`config.mk`:
```
export PLATFORM = sky130hd
export DESIGN_NAME = nib_sched
export DESIGN_NICKNAME = d
export VERILOG_FILES = /design/src/rtl/nib_pkg.sv /design/src/rtl/nib_rr_arb.sv /design/src/rtl/nib_sched.sv
export SDC_FILE = /design/constraint.sdc
export NUM_CORES = 1
export LEC_CHECK = 0
export ABC_AREA = 1
export ABC_CLOCK_PERIOD_IN_PS = 1800
export CAP_MARGIN = 20
export CORE_ASPECT_RATIO = 1.2
export CORE_UTILIZATION = 46
export CTS_BUF_LIST = sky130_fd_sc_hd__clkbuf_4 sky130_fd_sc_hd__clkbuf_8 sky130_fd_sc_hd__clkbuf_16
export DETAILED_ROUTE_END_ITERATION = 7
export GPL_TIMING_DRIVEN = 0
export HOLD_SLACK_MARGIN = 0.02
export PLACE_DENSITY = 0.8
export SETUP_SLACK_MARGIN = 0.5
export SYNTH_ARGS = -nofsm -noshare
export SYNTH_HDL_FRONTEND = slang
export SYNTH_SLANG_ARGS = --single-unit
```
`constraint.sdc`:
```
create_clock -name CLK -period 1.8 [get_ports CLK]
set_clock_uncertainty 0.15 [all_clocks]
set_input_delay 0.27 -clock CLK [delete_from_list [all_inputs] [get_ports CLK]]
set_output_delay 0.27 -clock CLK [all_outputs]
set_load 0.005 [all_outputs]
```
`src/rtl/nib_pkg.sv`:
```
// Shared constants, FSM state type and nibble-select helper for the nibble scheduler.
package nib_pkg;

  localparam int unsigned NIB_W  = 4;
  localparam int unsigned WORD_W = 16;
  localparam int unsigned NIBS   = 4;
  localparam int unsigned CNT_W  = $clog2(NIBS);

  typedef enum logic {
    ST_IDLE = 1'b0,
    ST_SEND = 1'b1
  } state_e;

  // Nibble that leaves the shift register next: top nibble when sending
  // most-significant first, bottom nibble otherwise.
  function automatic logic [NIB_W-1:0] lead_nib(input logic [WORD_W-1:0] w,
                                                input logic msn_first);
    return msn_first ? w[WORD_W-1 -: NIB_W] : w[NIB_W-1:0];
  endfunction

endpackage

```
`src/rtl/nib_rr_arb.sv`:
```
// Two-way round-robin arbiter: one-hot grant, last winner drops to lower priority.
module nib_rr_arb (
  input  logic       clk_i,
  input  logic       rst_ni,
  input  logic [1:0] req_i,
  input  logic       en_i,
  output logic [1:0] gnt_o
);

  // High when requester 1 currently holds priority.
  logic ptr_q;

  // Combinational grant; contention resolved by the priority pointer.
  always_comb begin
    gnt_o = '0;
    if (en_i) begin
      if (req_i == 2'b11) begin
        gnt_o = ptr_q ? 2'b10 : 2'b01;
      end else begin
        gnt_o = req_i;
      end
    end
  end

  // Pointer moves away from the winner, only on an actual grant.
  always_ff @(posedge clk_i or negedge rst_ni) begin
    if (!rst_ni) begin
      ptr_q <= 1'b0;
    end else if (|gnt_o) begin
      ptr_q <= gnt_o[0];
    end
  end

endmodule

```
`src/rtl/nib_sched.sv`:
```
// Nibble scheduler: accepts 16-bit words from two requesters (round-robin)
// and streams each as four nibbles over a valid/ready nibble channel.
module nib_sched
  import nib_pkg::*;
#(
  parameter int unsigned MSN_FIRST = 1
) (
  input  logic              CLK,
  input  logic              RESET_L,
  input  logic              REQ0_VALID,
  input  logic [WORD_W-1:0] REQ0_DATA,
  output logic              REQ0_READY,
  input  logic              REQ1_VALID,
  input  logic [WORD_W-1:0] REQ1_DATA,
  output logic              REQ1_READY,
  output logic              NIB_VALID,
  output logic [NIB_W-1:0]  NIB_DATA,
  output logic              NIB_LAST,
  output logic              NIB_SRC,
  input  logic              NIB_READY,
  output logic              BUSY
);

  localparam logic MSN = (MSN_FIRST != 0);

  state_e            state_q;
  logic [WORD_W-1:0] shreg_q;
  logic [WORD_W-1:0] shreg_d;
  logic [CNT_W-1:0]  cnt_q;
  logic              src_q;
  logic              nib_valid_q;
  logic [NIB_W-1:0]  nib_data_q;
  logic              nib_last_q;
  logic              busy_q;

  logic [1:0]        gnt;
  logic              arb_en;
  logic [WORD_W-1:0] word_in;

  // Grants are only possible in IDLE and never while reset is held.
  assign arb_en = (state_q == ST_IDLE) && RESET_L;

  nib_rr_arb u_arb (
    .clk_i  (CLK),
    .rst_ni (RESET_L),
    .req_i  ({REQ1_VALID, REQ0_VALID}),
    .en_i   (arb_en),
    .gnt_o  (gnt)
  );

  assign REQ0_READY = gnt[0];
  assign REQ1_READY = gnt[1];

  // Winning word and the post-consume shift of the in-flight word.
  always_comb begin
    word_in = gnt[1] ? REQ1_DATA : REQ0_DATA;
    shreg_d = MSN ? (shreg_q << NIB_W) : (shreg_q >> NIB_W);
  end

  // The shift register consumes from one end so the next nibble is always
  // the leading one; NIB_DATA is registered from that lead one cycle early.
  // Scheduler FSM with registered nibble-channel outputs.
  always_ff @(posedge CLK or negedge RESET_L) begin
    if (!RESET_L) begin
      state_q     <= ST_IDLE;
      shreg_q     <= '0;
      cnt_q       <= '0;
      src_q       <= 1'b0;
      nib_valid_q <= 1'b0;
      nib_data_q  <= '0;
      nib_last_q  <= 1'b0;
      busy_q      <= 1'b0;
    end else begin
      case (state_q)
        ST_IDLE: begin
          if (|gnt) begin
            state_q     <= ST_SEND;
            shreg_q     <= word_in;
            cnt_q       <= '0;
            src_q       <= gnt[1];
            nib_valid_q <= 1'b1;
            nib_data_q  <= lead_nib(word_in, MSN);
            nib_last_q  <= 1'b0;
            busy_q      <= 1'b1;
          end
        end
        ST_SEND: begin
          if (NIB_READY) begin
            if (cnt_q == CNT_W'(NIBS - 1)) begin
              state_q     <= ST_IDLE;
              shreg_q     <= '0;
              cnt_q       <= '0;
              nib_valid_q <= 1'b0;
              nib_data_q  <= '0;
              nib_last_q  <= 1'b0;
              busy_q      <= 1'b0;
            end else begin
              shreg_q     <= shreg_d;
              cnt_q       <= cnt_q + 1'b1;
              nib_data_q  <= lead_nib(shreg_d, MSN);
              nib_last_q  <= (cnt_q == CNT_W'(NIBS - 2));
            end
          end
        end
        default: begin
          state_q <= ST_IDLE;
        end
      endcase
    end
  end

  assign NIB_VALID = nib_valid_q;
  assign NIB_DATA  = nib_data_q;
  assign NIB_LAST  = nib_last_q;
  assign NIB_SRC   = src_q;
  assign BUSY      = busy_q;

endmodule

```
==> impl_metrics.csv, run 1 <==
group,metric,value,unit
outcome,status,"finished with violations",
outcome,violations,"negative setup slack",
timing,rsz0062_at_grt,"true",
pwr,power_density,1205,nW/µm²
timing,fin_setup_tns,-1.416,ps
worst_setup_path,worstPathArrival,1380,ps
clock_tree,htree_levels,1,
pwr,power_frac_comb,0.581,
pwr,p_int,1.610,mW
floorplan,core_area,2864,µm²
cells_and_area,fill_cells,212,
clock_tree,clockRootBuffer,"clkbuf_4",
timing,min_period_over_period,1.001,
cells_and_area,fin_cells,321,
floorplan,die-area,3337,µm²
place,place_hpwl,2531,µm
global_routing,grt.overflow.total,0,
worst_hold_path,min_path_type,"input port to flop",
global_routing,antenna_found_initial,0,
route,wire_per_inst,12.76,µm
clock_tree,clk_pin_slew,140,ps
route,wl,4096,µm
cells_and_area,nets,327,
synthesis,postSynthCellCount,213,
cells_and_area,areaGrowthSynthToFinish,58.71,%
global_routing,grt_pass1_wl,6789,µm
clock_tree,cts.sinks,23,
place,routabilityCongestion,0.7937,
route,drt_first_pass_iters,4,
timing,max_slew_margin,0.5424,
floorplan,design.portCount,47,
route,drc_errors,0,
cells_and_area,antennaDiodeCount,0,
place,place_area,1981,µm²
timing,tightest_slew,686.4,ps
worst_setup_path,crit_type,"flop to primary output",
timing,holdWs,200.0,ps
clock_tree,cts_tree,"done",
place,post-place-ws,-920.6,ps
timing,worst_slack,-1.416,ps
global_routing,grt_pass1_vias,1583,
pwr,switching_share,0.4114,
clock_tree,numCtsBuffers,3,
synthesis,ys_seq_area_frac,0.4024,
synthesis,syn_nets,252,
timing,period_needed,1801,ps
route,drt_iter0_markers,34,
floorplan,initial_utilization,0.4993,
job,cap_violations,0,
floorplan,die-height,63.08,µm
pwr,power.switching,1.125,mW
timing,setup_viol,1,
synthesis,synth.distinct_cells,19,
synthesis,yosys_register_bits,23,
floorplan,num_rows,21,
synthesis,yosysWarnings,0,
cells_and_area,fin_area,2270,µm²
pwr,power.total,2.736,mW
clock_tree,clk_latency,320,ps
global_routing,gr-usage-all-layers,0.2721,
timing,slew_violations,0,
route,viasPerCell,5.006,
synthesis,synth_area_per_cell,6.714,µm²
pwr,clkPwrFrac,0.092,
place,placedCellCount,294,
pwr,power_leakage,1.185,nW
cells_and_area,fin_util,0.7925,
cells_and_area,drive_gt1_frac,0.2474,
timing,hold_viol,0,
worst_setup_path,cp-start-kind,"flop",
worst_setup_path,worst-path-max-fanout,2,
global_routing,grt_max_degree,15,
pwr,p_seq_frac,0.327,
synthesis,synth_area,1430,µm²
pwr,max-vdd-ir-drop,0.0007658,V
timing,fmax,0.5551,GHz
worst_setup_path,cp-end-kind,"primary output",
route,vias,1607,
place,port_buffers,46,
floorplan,die_x,52.90,µm
worst_setup_path,cp_data_required_time,1380,ps
clock_tree,cts_buffer_depth,2,
route,antenna_left,0,
-- routing by layer --
layer	track usage	routed length [µm]	share of wire	vias up
met5	0	0	0	-
met4	0.08224	71	0.017	0
met3	0.02899	176	0.043	6
met2	0.5158	2248	0.55	49
met1	0.3012	1600	0.39	748
li1	-	-	-	804
-- synth_stat cells --
library cell	count	share of area
buf_4	5	0.026
o21ai_0	2	0.0070
nand4_1	12	0.052
nor2_4	1	0.0079
inv_2	2	0.0053
buf_1	1	0.0026
nand2_2	1	0.0044
inv_1	21	0.055
ha_1	2	0.017
o21ai_1	7	0.024
nor2_1	52	0.14
nand2_1	65	0.17
nand3_2	3	0.021
inv_4	1	0.0044
nand3_1	8	0.028
nor2_2	1	0.0044
buf_2	5	0.017
dfrtp_1	23	0.40
nand3_4	1	0.012
-- sequential cells by signal, indices dropped and copies added, names as in the netlist --
name	count
NIB_SRC	1
cnt_q	2
state_q	1
NIB_DATA	4
u_arb.ptr_q	1
NIB_LAST	1
shreg_q	12
BUSY	1
-- layout make-up --
class                   count  area [µm²]  area share
well taps                  34       42.54     0.01874
flip-flops and latches     23       575.6      0.2536
inverters                  24       92.59     0.04079
repair buffers             70       666.9      0.2938
multi-input cells         155       763.2      0.3363
clock inverters             1       5.005    0.002205
clock buffers               3       22.52    0.009923
plain buffers              11       101.3     0.04465
-- timing repair --
action                                  CTS  global route
pin swaps                                 8             3
gates resized for setup                  72             9
cloned                                    3             0
endpoints found under the setup margin   33            44
endpoints found under the hold margin     9             0
buffers inserted                         15             3
hold buffers                              2             0
-- placed cells by master (no fill, tap or decap), types with 4 or more instances in the layout --
| cell type | count |
|---|---|
| nand3_4 | 4 |
| o21ai_1 | 7 |
| nor2_1 | 49 |
| dfrtp_1 | 23 |
| nand4_1 | 12 |
| nand2_2 | 5 |
| clkdlybuf4s50_1 | 33 |
| inv_1 | 19 |
| buf_2 | 11 |
| inv_2 | 4 |
| nand2_1 | 58 |
| buf_6 | 16 |
| buf_4 | 14 |
| nor2_2 | 4 |
| nand3_1 | 7 |
-- final timing paths --
path / cells past startpoint / end / startpoint / slack, ps
max: 7 / REQ1_READY / state_q / -1
min reg2reg: 2 / NIB_SRC / NIB_SRC / 360
max in group asynchronous: 2 / NIB_DATA[1] / RESET_L / 730
max reg2reg: 11 / shreg_q[1] / state_q / 60
min: 3 / u_arb.ptr_q / REQ0_VALID / 200
min in group asynchronous: 3 / shreg_q[10] / RESET_L / 300
-- worst max-delay path, stage by stage (launching register included) --
cell,delay [ps]
dfrtp_1,400
buf_6,130
nor2_4,80
buf_6,110
nand3_4,80
buf_6,140
inv_2,30
buf_2,90
-- power by group through the flow --
| stage | logic (mW) | clock network [mW] | registers (mW) |
|---|---|---|---|
| after floorplan | 0.833 | 0 | 0.890 |
| after global placement | 1.27 | 0 | 0.895 |
| after detailed placement | 1.30 | 0 | 0.906 |
| after CTS | 1.52 | 0.253 | 0.891 |
| after global routing | 1.76 | 0.277 | 0.921 |
| final | 1.59 | 0.252 | 0.895 |
-- cells by family after synthesis --
kind of cell             Yosys count  share of synthesized area
AO/OA/AOI/OAI                      9                    0.03149
adder cells (fa/ha/maj)            2                    0.01750
buffers and inverters             35                     0.1111
flip-flops                        23                     0.4024
AND/OR/NAND/NOR                  144                     0.4375
(Power assumes the default switching activity.)
==> inputs of run 2 (changes only) <==
--- a/config.mk
+++ b/config.mk
@@ -9,13 +9,14 @@
 export ABC_CLOCK_PERIOD_IN_PS = 1800
 export CAP_MARGIN = 20
 export CORE_ASPECT_RATIO = 1.2
-export CORE_UTILIZATION = 46
+export CORE_UTILIZATION = 60
 export CTS_BUF_LIST = sky130_fd_sc_hd__clkbuf_4 sky130_fd_sc_hd__clkbuf_8 sky130_fd_sc_hd__clkbuf_16
+export CTS_CLUSTER_SIZE = 16
 export DETAILED_ROUTE_END_ITERATION = 7
+export DONT_BUFFER_PORTS = 1
 export GPL_TIMING_DRIVEN = 0
 export HOLD_SLACK_MARGIN = 0.02
-export PLACE_DENSITY = 0.8
-export SETUP_SLACK_MARGIN = 0.5
+export PLACE_DENSITY = 0.76
 export SYNTH_ARGS = -nofsm -noshare
 export SYNTH_HDL_FRONTEND = slang
 export SYNTH_SLANG_ARGS = --single-unit
==> run 2 against run 1 <==
The flow now finishes without violations. Hold slack got worse by 180 ps. Fmax rose by 2.8%. Combinational power fell by 31%. Setup slack improved by 49 ps. Sequential share of layout area rose by 8.6 points. Flip-flop and latch count did not move. Routed wire length fell by 19%. Register-to-register slack improved by 110 ps. Clock-buffer cell count did not move. Clock power barely moved. Critical path type unchanged.
==> impl_metrics.csv, run 2 (same netlist as run 1, synthesis figures left out) <==
group,metric,value,unit
floorplan,die-area,2583,µm²
global_routing,grt_pass1_wl,5375,µm
outcome,status,"complete, no violations",
job,cap_violations,0,
cells_and_area,antennaDiodeCount,0,
timing,period_needed,1752,ps
worst_setup_path,cp-start-kind,"flop",
pwr,p_seq_frac,0.404,
clock_tree,cts.sinks,23,
worst_setup_path,slowest_stage,"dfrtp_1",
pwr,power_leakage,0.9064,nW
timing,min_period_over_period,0.9735,
pwr,power.total,2.257,mW
clock_tree,clk_pin_slew,140,ps
cells_and_area,fin_util,0.7423,
worst_hold_path,min_path_type,"input port to flop",
worst_setup_path,cpLargestDelayFamily,"flip-flops",
global_routing,gr-usage-all-layers,0.2831,
route,wire_per_inst,12.56,µm
pwr,max-vdd-ir-drop,0.0009779,V
global_routing,grt_max_degree,24,
place,routabilityCongestion,0.7882,
pwr,p_int,1.279,mW
route,drt_iter0_markers,35,
place,place_hpwl,2232,µm
worst_setup_path,crit_type,"flop to primary output",
clock_tree,htree_levels,1,
cells_and_area,fill_cells,197,
route,vias,1380,
worst_setup_path,max_stage_delay,400,ps
timing,slew_violations,0,
pwr,clkPwrFrac,0.111,
floorplan,design.portCount,47,
cells_and_area,final_common_cell,"nand2_1",
timing,rsz0062_at_grt,"false",
global_routing,grt.overflow.total,0,
worst_setup_path,worst-path-max-fanout,9,
place,port_buffers,0,
cells_and_area,largest_reg_flops,12,
cells_and_area,regMostFlops,"shreg_q",
route,drc_errors,0,
clock_tree,cts_tree,"done",
cells_and_area,drive_gt1_frac,0.1330,
global_routing,grt_pass1_vias,1373,
cells_and_area,final_cell_mix,"nand2_1, nor2_1, dfrtp_1",
worst_setup_path,path_cells,"buf_6 > nor2_4 > buf_6 > nand3_4 > inv_2",
route,drt_first_pass_iters,4,
clock_tree,clockRootBuffer,"clkbuf_4",
global_routing,antenna_found_initial,0,
floorplan,initial_utilization,0.6266,
pwr,power.switching,0.9773,mW
timing,fmax,0.5707,GHz
route,wl,3317,µm
floorplan,die-height,55.48,µm
timing,max_slew_margin,0.7060,
worst_setup_path,path_buf_inv,3,
floorplan,die_x,46.57,µm
worst_setup_path,worstPathArrival,1330,ps
floorplan,core_area,2282,µm²
timing,hold_viol,0,
cells_and_area,areaGrowthSynthToFinish,18.46,%
route,viasPerCell,5.227,
pwr,switching_share,0.4331,
clock_tree,numCtsBuffers,3,
route,antenna_left,0,
worst_setup_path,cp-end-kind,"primary output",
floorplan,num_rows,19,
worst_setup_path,cp_data_required_time,1380,ps
clock_tree,clk_latency,320,ps
pwr,power_frac_comb,0.485,
pwr,power_density,1332,nW/µm²
clock_tree,cts_buffer_depth,2,
worst_setup_path,cp_common_cell,"buf_6",
cells_and_area,nets,273,
timing,tightest_slew,440.9,ps
timing,setup_viol,0,
timing,fin_setup_tns,0,ps
-- run 2: layout make-up --
cell class,instances,area (µm²),share of cell area
Multi-Input combinational cell,155,715.7,0.4225
Sequential cell,23,575.6,0.3397
Timing Repair Buffer,17,175.2,0.1034
Inverter,24,92.59,0.05465
Buffer,10,68.82,0.04062
Tap cell,31,38.79,0.02290
Clock buffer,3,22.52,0.01329
Clock inverter,1,5.005,0.002954
-- run 2: path summary, 6_finish.rpt --
kind | endpoint | cells past startpoint | slack (ps) | from
min in group asynchronous | shreg_q[10] | 1 | 100 | RESET_L
hold reg to reg | NIB_SRC | 2 | 360 | NIB_SRC
max in group asynchronous | shreg_q[4] | 2 | 1000 | RESET_L
hold / removal | shreg_q[3] | 4 | 20 | REQ0_DATA[3]
setup reg to reg | shreg_q[7] | 8 | 170 | state_q
setup / recovery | REQ0_READY | 5 | 50 | state_q
-- run 2: power groups by stage --
stage | Clock [mW] | Combinational [mW] | Sequential, mW
CTS | 0.256 | 1.05 | 0.909
global route | 0.279 | 1.23 | 0.944
floorplan | 0 | 0.817 | 0.889
global placement | 0 | 0.959 | 0.912
finish | 0.251 | 1.09 | 0.911
detailed placement | 0 | 0.995 | 0.924
-- run 2: worst reg2reg max path, delay by kind of cell, from the launching register on --
family	cells	cell delay (ps)
buffers and inverters	2	370
DFF	1	400
and+or+nand+nor	6	630
-- run 2: through the flow --
stage          hold slack [ps]  std cells  instance area (µm²)  setup WS [ps]
2_1_floorplan           -175.6        213                 1430          409.7
3_3_place_gp            -175.1        244                 1469          301.7
3_5_place_dp            -175.1        244                 1469          261.3
4_1_cts                  21.08        259                 1618          22.01
5_1_grt                  27.19        264                 1694          4.476
6_report                 22.77        264                 1694          47.75
-- run 2: timing repair --
item | in CTS | in global routing
buffers inserted | 2 | 3
setup endpoints to repair | 2 | 2
hold buffers | 10 | 1
pin swaps | 1 | 2
hold endpoints to repair | 31 | 2
resized for setup | 2 | 4
-- run 2: per-layer routing --
metal	share of wire	up-vias	track usage	wire length, µm
li1	-	695	-	-
met5	0	-	0	0
met2	0.54	53	0.4940	1783
met3	0.052	6	0.03922	171
met4	0.023	0	0.1597	75
met1	0.39	626	0.3026	1286
==> inputs of run 3 (changes only) <==
--- a/config.mk
+++ b/config.mk
@@ -6,7 +6,7 @@
 export NUM_CORES = 1
 export LEC_CHECK = 0
 export ABC_AREA = 1
-export ABC_CLOCK_PERIOD_IN_PS = 1800
+export ABC_CLOCK_PERIOD_IN_PS = 1900
 export CAP_MARGIN = 20
 export CORE_ASPECT_RATIO = 1.2
 export CORE_UTILIZATION = 60
==> constraint.sdc (replaced) <==
create_clock -name CLK -period 1.9 [get_ports CLK]
set_clock_uncertainty 0.15 [all_clocks]
set_input_delay 0.285 -clock CLK [delete_from_list [all_inputs] [get_ports CLK]]
set_output_delay 0.285 -clock CLK [all_outputs]
set_load 0.005 [all_outputs]
==> run 3 against run 2 <==
Setup slack better by 32 ps. Final area shrank 3.2%. Die area is the same. Sequential power down 5.5%. Critical path depth stayed put. Sequential share of layout area is 1.1 points higher. Via count shrank 3.3%. Utilization decreased by 2.4 points. Global-route usage is 0.97 points lower. Critical endpoint is now REQ1_READY. Largest power group unchanged.
==> impl_metrics.csv, run 3 (same netlist as run 1, synthesis figures left out) <==
group,metric,value,unit
timing,tightest_slew,439.3,ps
worst_setup_path,cp_data_required_time,1460,ps
place,place_hpwl,2232,µm
clock_tree,cts_buffer_depth,2,
timing,hold_viol,0,
worst_setup_path,cp-start-kind,"flop",
route,drt_first_pass_iters,6,
route,vias,1334,
global_routing,gr-max-usage-layer,"met2",
timing,period_needed,1820,ps
place,port_buffers,0,
timing,rsz0062_at_grt,"false",
floorplan,die-area,2583,µm²
cells_and_area,final_common_cell,"nand2_1",
timing,holdWs,38.90,ps
route,drt_iter0_markers,32,
worst_setup_path,cp-end-kind,"primary output",
cells_and_area,drive_gt1_frac,0.1184,
floorplan,die-height,55.48,µm
global_routing,grt_pass1_vias,1319,
clock_tree,clk_latency,320,ps
timing,setup_viol,0,
place,place_area,1469,µm²
cells_and_area,fin_cells,259,
timing,slew_violations,0,
timing,fin_setup_tns,0,ps
cells_and_area,multi_input_area,708.2,µm²
route,antenna_left,0,
worst_hold_path,min_path_type,"input port to flop",
global_routing,grt_max_degree,24,
pwr,power.total,2.100,mW
outcome,status,"complete, no violations",
worst_setup_path,crit_type,"flop to primary output",
global_routing,met1_usage,0.3069,
clock_tree,numCtsBuffers,3,
cells_and_area,nets,268,
cells_and_area,antennaDiodeCount,0,
timing,worst_slack,80.13,ps
job,cap_violations,0,
clock_tree,clk_pin_slew,140,ps
pwr,max-vdd-ir-drop,0.0009264,V
cells_and_area,areaGrowthSynthToFinish,14.70,%
global_routing,grt_pass1_wl,5195,µm
floorplan,die_x,46.57,µm
cells_and_area,largest_reg_flops,12,
place,post-place-ws,361.3,ps
worst_setup_path,worst-path-max-fanout,10,
clock_tree,cts_tree,"done",
timing,fmax,0.5495,GHz
clock_tree,clockRootBuffer,"clkbuf_4",
cells_and_area,fill_cells,203,
route,wl,3224,µm
global_routing,gr-usage-all-layers,0.2735,
floorplan,num_rows,19,
global_routing,antenna_found_initial,0,
floorplan,core_area,2282,µm²
place,routabilityCongestion,0.7882,
route,wire_per_inst,12.45,µm
floorplan,design.portCount,47,
worst_setup_path,rrSetupSlack,350,ps
worst_setup_path,worstPathArrival,1380,ps
route,viasPerCell,5.151,
cells_and_area,fin_util,0.7188,
global_routing,grt_use_met2,0.4821,
cells_and_area,regMostFlops,"shreg_q",
floorplan,initial_utilization,0.6266,
global_routing,grt_util_met3,0.02941,
place,placedCellCount,244,
pwr,power_density,1280,nW/µm²
global_routing,grt.overflow.total,0,
cells_and_area,fin_area,1640,µm²
timing,min_period_over_period,0.9578,
cells_and_area,regArea,575.6,µm²
timing,max_slew_margin,0.7071,
pwr,power_leakage,0.8840,nW
cells_and_area,final_cell_mix,"nand2_1, nor2_1, dfrtp_1",
clock_tree,cts.sinks,23,
route,drc_errors,0,
clock_tree,htree_levels,1,
==> run 3: cell count changes in the layout (fill, tap and decap cells not counted) <==
cell	previous run	this run
nand3_2	2	3
dlygate4sd3_1	11	9
buf_6	2	1
buf_4	8	6
inv_1	20	21
nand3_4	3	2
inv_2	3	2
==> run 3: final timing paths <==
| check | end | depth (start not counted) | from |
|---|---|---|---|
| max | REQ1_READY | 5 | state_q |
| min | shreg_q[2] | 4 | REQ0_DATA[2] |
| max reg2reg | shreg_q[10] | 8 | state_q |
| min reg2reg | NIB_SRC | 2 | NIB_SRC |
| max in group asynchronous | shreg_q[4] | 2 | RESET_L |
| min in group asynchronous | shreg_q[10] | 1 | RESET_L |
==> run 3: timing repair <==
item,4_1_cts,5_1_grt
hold buffers,8,1
setup endpoints to repair,0,2
gates resized for setup,0,5
setup buffers,0,1
hold endpoints to repair,30,2
==> run 3: critical path, stage by stage, from the launching register on <==
cell	delay [ps]
dfrtp_1	380
buf_4	180
nor2_4	160
nand3_4	100
buf_4	180
inv_1	70
==> run 3: report_power, final <==
group,leakage (nW),internal [mW],total [mW],switching [mW]
clock,0.0177,0.0788,0.238,0.159
combinational,0.592,0.384,1.00,0.617
sequential,0.274,0.724,0.861,0.137
==> run 3: area by class of cell <==
cell class              instances  area share
multi-input cells             155      0.4317
repair buffers                 11     0.07628
flip-flops and latches         23      0.3509
plain buffers                  11     0.04424
well taps                      31     0.02365
inverters                      24     0.05645
clock buffers                   3     0.01373
clock inverters                 1    0.003051
==> run 3: per-layer routing <==
layer | vias to the layer above | share of wire
met4 | 0 | 0.016
li1 | 685 | -
met2 | 32 | 0.54
met1 | 613 | 0.41
met3 | 4 | 0.030
met5 | - | 0
